### src/rtl/seq_det_pkg.sv
// rtl/seq_det_pkg.sv - shared defaults and helpers for the serial pattern detector
// Contents:
//   SEQ_N, SEQ_PATTERN, SEQ_CNT_W : default pattern length, pattern and counter width
//   fill_width(n)                 : bits needed to hold a fill level of 0..n
package seq_det_pkg;

  localparam int         SEQ_N       = 4;
  localparam logic [3:0] SEQ_PATTERN = 4'b1011;
  localparam int         SEQ_CNT_W   = 8;

  function automatic int fill_width(input int n);
    return $clog2(n + 1);
  endfunction

endpackage

### src/rtl/sat_counter.sv
// rtl/sat_counter.sv - saturating up-counter with synchronous clear
// Ports:
//   clk     : rising-edge clock
//   clear_n : asynchronous active-low reset, q -> 0
//   clr     : synchronous clear, wins over inc
//   inc     : add one unless already at all-ones
//   q       : counter value
module sat_counter #(
  parameter int W = 8
) (
  input  logic         clk,
  input  logic         clear_n,
  input  logic         clr,
  input  logic         inc,
  output logic [W-1:0] q
);

  always_ff @(posedge clk or negedge clear_n) begin
    if (!clear_n) begin
      q <= '0;
    end else if (clr) begin
      q <= '0;
    end else if (inc && (q != '1)) begin
      q <= q + 1'b1;
    end
  end

endmodule

### src/rtl/seq_detector_sr.sv
// rtl/seq_detector_sr.sv - sliding-window serial pattern detector with match counter
// Ports:
//   clk         : rising-edge clock
//   clear_n     : asynchronous active-low reset
//   din         : serial data bit
//   din_valid   : din is sampled this cycle
//   flush       : synchronous, discards the partial window (wins over din_valid)
//   count_clr   : synchronous, zeroes match_count (wins over an increment)
//   match       : registered one-cycle pulse when the window equals PATTERN
//   match_count : saturating number of matches
//   fill_level  : qualified bits currently in the window (0..N)
//   window      : last N qualified bits, newest in LSB
module seq_detector_sr
  import seq_det_pkg::*;
#(
  parameter int             N       = SEQ_N,
  parameter logic [N-1:0]   PATTERN = N'(SEQ_PATTERN),
  parameter bit             OVERLAP = 1'b1,
  parameter int             CNT_W   = SEQ_CNT_W,
  localparam int            FW      = fill_width(N)
) (
  input  logic             clk,
  input  logic             clear_n,
  input  logic             din,
  input  logic             din_valid,
  input  logic             flush,
  input  logic             count_clr,
  output logic             match,
  output logic [CNT_W-1:0] match_count,
  output logic [FW-1:0]    fill_level,
  output logic [N-1:0]     window
);

  logic [N-1:0]  window_nx;
  logic [FW-1:0] fill_nx;
  logic          hit;

  // fill_level gates the compare so a reset window of zeros never
  // matches an all-zero pattern before N real bits have arrived.
  always_comb begin
    window_nx = {window[N-2:0], din};
    fill_nx   = (fill_level == FW'(N)) ? fill_level : fill_level + 1'b1;
    hit       = (fill_nx == FW'(N)) && (window_nx == PATTERN);
  end

  always_ff @(posedge clk or negedge clear_n) begin
    if (!clear_n) begin
      window     <= '0;
      fill_level <= '0;
      match      <= 1'b0;
    end else if (flush) begin
      window     <= '0;
      fill_level <= '0;
      match      <= 1'b0;
    end else if (din_valid) begin
      window <= window_nx;
      match  <= hit;
      // Non-overlapping mode keeps the bits but demands N fresh ones
      // before the next compare can succeed.
      fill_level <= (hit && !OVERLAP) ? '0 : fill_nx;
    end else begin
      match <= 1'b0;
    end
  end

  sat_counter #(
    .W (CNT_W)
  ) u_match_cnt (
    .clk     (clk),
    .clear_n (clear_n),
    .clr     (count_clr),
    .inc     (din_valid && !flush && hit),
    .q       (match_count)
  );

endmodule

### config.mk
export PLATFORM = sky130hd
export DESIGN_NAME = seq_detector_sr
export DESIGN_NICKNAME = d
export VERILOG_FILES = /design/src/rtl/seq_det_pkg.sv /design/src/rtl/sat_counter.sv /design/src/rtl/seq_detector_sr.sv
export SDC_FILE = /design/constraint.sdc
export NUM_CORES = 1
export LEC_CHECK = 0
export BUFFER_PORTS_ARGS = -buffer_cell sky130_fd_sc_hd__buf_2
export CAP_MARGIN = 20
export CORE_ASPECT_RATIO = 2
export CORE_MARGIN = 1.5
export CORE_UTILIZATION = 28
export CTS_BUF_LIST = sky130_fd_sc_hd__clkbuf_8
export DETAILED_ROUTE_END_ITERATION = 10
export PLACE_DENSITY_LB_ADDON = 0.3
export SYNTH_ARGS = -nofsm -noshare
export SYNTH_HDL_FRONTEND = slang
export SYNTH_SLANG_ARGS = --single-unit
export TNS_END_PERCENT = 100
### constraint.sdc
create_clock -name clk -period 2.47 [get_ports clk]
set_input_delay 0 -clock clk [delete_from_list [all_inputs] [get_ports clk]]
set_output_delay 0 -clock clk [all_outputs]
set_load 0.02 [all_outputs]
### After elaboration in Yosys (flattened, before gate mapping)

Index checks and enable logic that the tools add are counted.

| operators by class | value |
|---|---|
| equality and inequality tests | 4 |
| $add $sub $neg | 2 |
| shifts and indexed selects | 0 |
| mux-type cells | 9 |
| magnitude comparators | 0 |
| multiply operators | 0 |
| divide/modulo/power cells | 0 |
| reduce and logical (&&, ||, !) cells | 7 |
| bitwise gates (word level) | 0 |

Operators with widths:

| cell | count |
|---|---|
| 8-bit 2-to-1 mux | 2 |
| 3-bit 2-to-1 mux | 3 |
| 8-bit by 1-bit adder with 8-bit output, second input constant | 1 |
| 4-bit 2-to-1 mux | 2 |
| 8-bit inequality test, second input constant | 1 |
| 3-bit == test, second input constant | 2 |
| 4-bit == test, second input constant | 1 |
| 1-bit logical AND | 4 |
| 2-bit nonzero test | 2 |
| 3-bit by 1-bit adder with 3-bit output, second input constant | 1 |
| 1-bit 2-to-1 mux | 2 |
| 1-bit zero test | 1 |

| word-level totals | value |
|---|---|
| output and inout bits | 16 |
| bits of input ports | 6 |
| RAM bits | 0 |
| word-level logic and storage cells | 26 |
| bits in read-only memories | 0 |
| memories | 0 |
| latch bits | 0 |
| register bits | 16 |

### Depth between registers and ports, before layout

| logic depth | value |
|---|---|
| word-level depth | 8 |
| depth in mapped cells | 7 |
| mapped depth without buffers | 7 |

### By module

A second synthesis with hierarchy kept.

| second synthesis, totals | value |
|---|---|
| cells, all modules | 88 |
| area, all modules | 873.3 um^2 |

By module, submodules not included:

| module | times used | cells each | area each (um^2) | seq. area each (um^2) |
|---|---|---|---|---|
| sat_counter | 1 | 49 | 464.2 | 200.2 |
| seq_detector_sr | 1 | 39 | 409.1 | 200.2 |

### Worst setup path after synthesis

Ideal clock, no wire load.

| timing path | value |
|---|---|
| path kind | reg-to-reg |
| start point | register fill_level[0] |
| end point | register u_match_cnt.q[7] |
| data arrival time | 2251 ps |
| clock period less this slack | 2329 ps |
| buffers on the path | 0 |
| cell stages (with the launch flop) | 7 |
| setup time | 78 ps |
| required time | 2392 ps |
| path slack | 141 ps |
| cells stage by stage | dfrtp_1 > ha_1 > a21oi_1 > or4_4 > or3_4 > or4_1 > a21oi_1 |

| between the ends | value |
|---|---|
| longest elaborated chain between the ends | 7 |
| elaborated cells between the ends (all ways) | 8 |
| classes of those cells | add/sub (1); eq/ne (2); mux (1); reduce/logical (4) |

Ends and longest elaborated chain:

| item | RTL line | source |
|---|---|---|
| from (decl) | seq_detector_sr.sv:30 | `output logic [FW-1:0] fill_level,` |
| from (signal assigned) | seq_detector_sr.sv:60 | `fill_level <= (hit && !OVERLAP) ? '0 : fill_nx;` |
| 3-bit by 1-bit adder with 3-bit output or 3-bit == test (tied branches) | seq_detector_sr.sv:42 | `fill_nx = (fill_level == FW'(N)) ? fill_level : fill_level + 1'b1;` |
| 3-bit 2-to-1 mux * | seq_detector_sr.sv:42 |  |
| 3-bit == test * | seq_detector_sr.sv:43 | `hit = (fill_nx == FW'(N)) && (window_nx == PATTERN);` |
| 1-bit logical AND * | seq_detector_sr.sv:43 |  |
| 1-bit logical AND * | seq_detector_sr.sv:72 | `.inc (din_valid && !flush && hit),` |
| 1-bit logical AND * | sat_counter.sv:23 | `end else if (inc && (q != '1)) begin` |
| 2-bit nonzero test (no source line) * | -- |  |
| to (signal assigned) | sat_counter.sv:24 | `q <= q + 1'b1;` |
| to (decl) | sat_counter.sv:15 | `output logic [W-1:0] q` |

Mark *: on every way between the ends. The rest lies on a longest branch, timed or not.
A chain may end at the register's enable or synchronous reset.

### Worst setup path after layout

Ends and elaborated chain as after synthesis.

==> impl_metrics.toml <==
[status]
run_status = "complete, no violations"

[route]
drt_iter0_markers = 16
drc = 0
drtAntennaViolNets = 0
drt-vias-per-instance = 5.079
drt-wirelength-per-cell_um = 12.96
routed_wl_um = 1814
vias = 711
dr.pass1.iters = 4

[synth]
synth_ff_type = "dfrtp_1"
async_reset_ff_share_pct = 100.0
synth_top_area_share_pct = 47.48
ys_types = 30
synth.avg_cell_area_um2 = 9.806
synth_mux_area_share_pct = 6.083
yosys_warnings = 0
netlist_instances = 86
yosysSeqAreaShare_pct = 47.48
syn_nets = 95
synth_compound_area_share_pct = 8.160
ys_top_cells_by_area = "dfrtp_1 (47%), nor2_1 (7.1%), mux2i_1 (4.7%)"
post_synth_fa_ha_maj_area_fraction_pct = 4.451
synth_area_um2 = 843.3
synthXorXnorAreaFrac_pct = 3.116
synth_top_family_by_area = "simple AND/OR/NAND/NOR gates"
synth_top_cell_by_area = "dfrtp_1"
synth-simple-area-share_pct = 27.45
ys_ff_latch = 16
synth_edf_count = 0

[cells_and_area]
antennaDiodeCount = 0
drive_above_1_share_pct = 28.18
multiInputGateArea_um2 = 415.4
fin_area_um2 = 1039
final_util_pct = 35.71
num-fill-cells = 313
ff_latch_area_um2 = 400.4
syn_to_final_growth_pct = 23.15
final_nets = 120

[clock_tree]
holdBufCountCts = 1
clockBufferDepth = 2
root_buffer = "clkbuf_8"
cts_tree = "yes"
cts_max_level = 1
path_clk_slew_ps = 60
post_cts_buffers = 0
clock-sinks = 16
numCtsBuffers = 3
postCtsResizedCells = 0
clock_latency_ps = 250

[sta]
drv_slew = 0
period_share_pct = 94.48
report.final.hold_viol_count = 0
slew_headroom_pct = 67.35
fin_tns_setup_ps = 0
clock_skew_ps = 0.8833
period_needed_ps = 2334
setup_violations = 0
fmax_ghz = 0.4285
rsz0062_at_grt = "false"
worst_slack_ps = 136.4
worstMarginPinSlew_ps = 486.1

[floorplan]
die_x_um = 41.81
rows = 28
core_um2 = 2908
die_h_um = 80.61
initial_utilization_pct = 29.00
io_pins = 22
die_area_um2 = 3370

[power_and_ir_drop]
intPower_mw = 0.4315
p_clk_share_pct = 40.7
leakage_nw = 0.5086
p_sw_share_pct = 23.49
power_frac_seq_pct = 48.6
p_sw_mw = 0.1325
p_comb_share_pct = 10.7
ir_drop_uv = 202.1
power_density_nw_per_um2 = 543.1

[placed_design]
gp_congestion = 0.8590
port_buffers = 21
postPlaceCellArea_um2 = 973.4
place_ws_ps = 142.6
hpwl_um = 1433

[critical_path]
critPathCaptureType = "register"
worstPathRequired_ps = 2650
path_class = "register to register"
worstSetupStartpointType = "register"
cp.arrival_ps = 2510
reg2reg_from = "fill_level[0]"
worstPathMaxFanout = 7
crit_start = "fill_level[0]"

[global_routing]
antenna_found_initial = 0
grt_use_total_pct = 11.94
overflow = 0
grt_first_pass_wirelength_um = 2967
grt_pass1_vias = 660
grt_max_degree = 17

[worst_hold_path]
hold_path_startpoint = "flush"
hp-class = "input pin to register"

[flow_run]
drv_cap = 0
-- layout by cell type, fill, tap and decap left out --
master and n:
buf_2 21, nor2_1 16, dfrtp_1 16, a21oi_1 7, mux2i_1 4, nand2_1 4
clkbuf_8 4, nor3_1 3, nand4_1 3, nand3_1 3, xnor2_1 3, ha_1 3
inv_1 2, nor4b_1 2, nand2b_1 2, o21ai_0 2, and4bb_2 1, or4_4 1
and4b_1 1, or3_4 1, o31ai_1 1, or4_1 1, nor4_1 1, or3_1 1
a21boi_0 1, nor2b_1 1, and3_1 1, mux2_2 1, a31o_2 1, dlygate4sd3_1 1
buf_4 1
-- state kept, by name, indices dropped and copies added, names as in the netlist --
name and flops:
match 1, fill_level 3, u_match_cnt.q 8, window 4
-- cells in the mapped netlist, types with 2 or more instances --
| cell | count |
|---|---|
| dfrtp_1 | 16 |
| nor2_1 | 16 |
| a21oi_1 | 7 |
| mux2i_1 | 4 |
| nand2_1 | 4 |
| ha_1 | 3 |
| nand3_1 | 3 |
| nand4_1 | 3 |
| nor3_1 | 3 |
| xnor2_1 | 3 |
| inv_1 | 2 |
| nand2b_1 | 2 |
| nor4b_1 | 2 |
| o21ai_0 | 2 |
-- worst max-delay path: stages (launching register included) --
cell and delay (ps):
dfrtp_1 440, ha_1 250, a21oi_1 90, or4_4 520
or3_4 410, or4_1 410, a21oi_1 150
-- through the flow --
stage	cells	hold slack [ps]	power [mW]
floorplan	86	-295.6	0.3193
global placement	135	-59.74	0.3378
detailed placement	135	-66.09	0.3391
CTS	140	15.16	0.5719
global route	140	24.59	0.5902
finish	140	16.95	0.5640
-- final timing paths --
path | end | slack (ps) | cells past startpoint
min in group asynchronous | fill_level[1] | 190 | 2
min | fill_level[0] | 20 | 2
max reg2reg | u_match_cnt.q[7] | 140 | 6
max | u_match_cnt.q[7] | 140 | 6
min reg2reg | window[3] | 530 | 2
max in group asynchronous | u_match_cnt.q[7] | 2010 | 2
-- cells by family (layout without fill, tap and decap cells) --
group	Yosys count	after routing
XOR/XNOR	3	3
multiplexers	5	5
AND/OR/NAND/NOR	42	42
AO/OA/AOI/OAI	12	12
adder cells (fa/ha/maj)	3	3
flip-flops	16	16
buffers and inverters	5	29
-- metal layers --
metal	vias up	share of wire [%]	global-route usage, %
li1	356	-	-
met1	335	39	12.39
met2	16	55	20.94
met3	4	3.1	2.022
met4	0	3.1	8.710
met5	-	0	0
-- power by group through the flow --
stage               Combinational, mW  Sequential [mW]  Clock, mW
detailed placement             0.0600            0.279          0
CTS                            0.0615            0.274      0.236
floorplan                      0.0349            0.284          0
global placement               0.0593            0.279          0
finish                         0.0606            0.274      0.229
global route                   0.0664            0.275      0.248
-- area by class of cell --
class                           instances  area share [%]
Multi-Input combinational cell         65           40.00
Sequential cell                        16           38.55
Timing Repair Buffer                   23           11.81
Clock buffer                            4           5.301
Tap cell                               30           3.614
Inverter                                2          0.7229
Power figures use the tool's default switching activity.
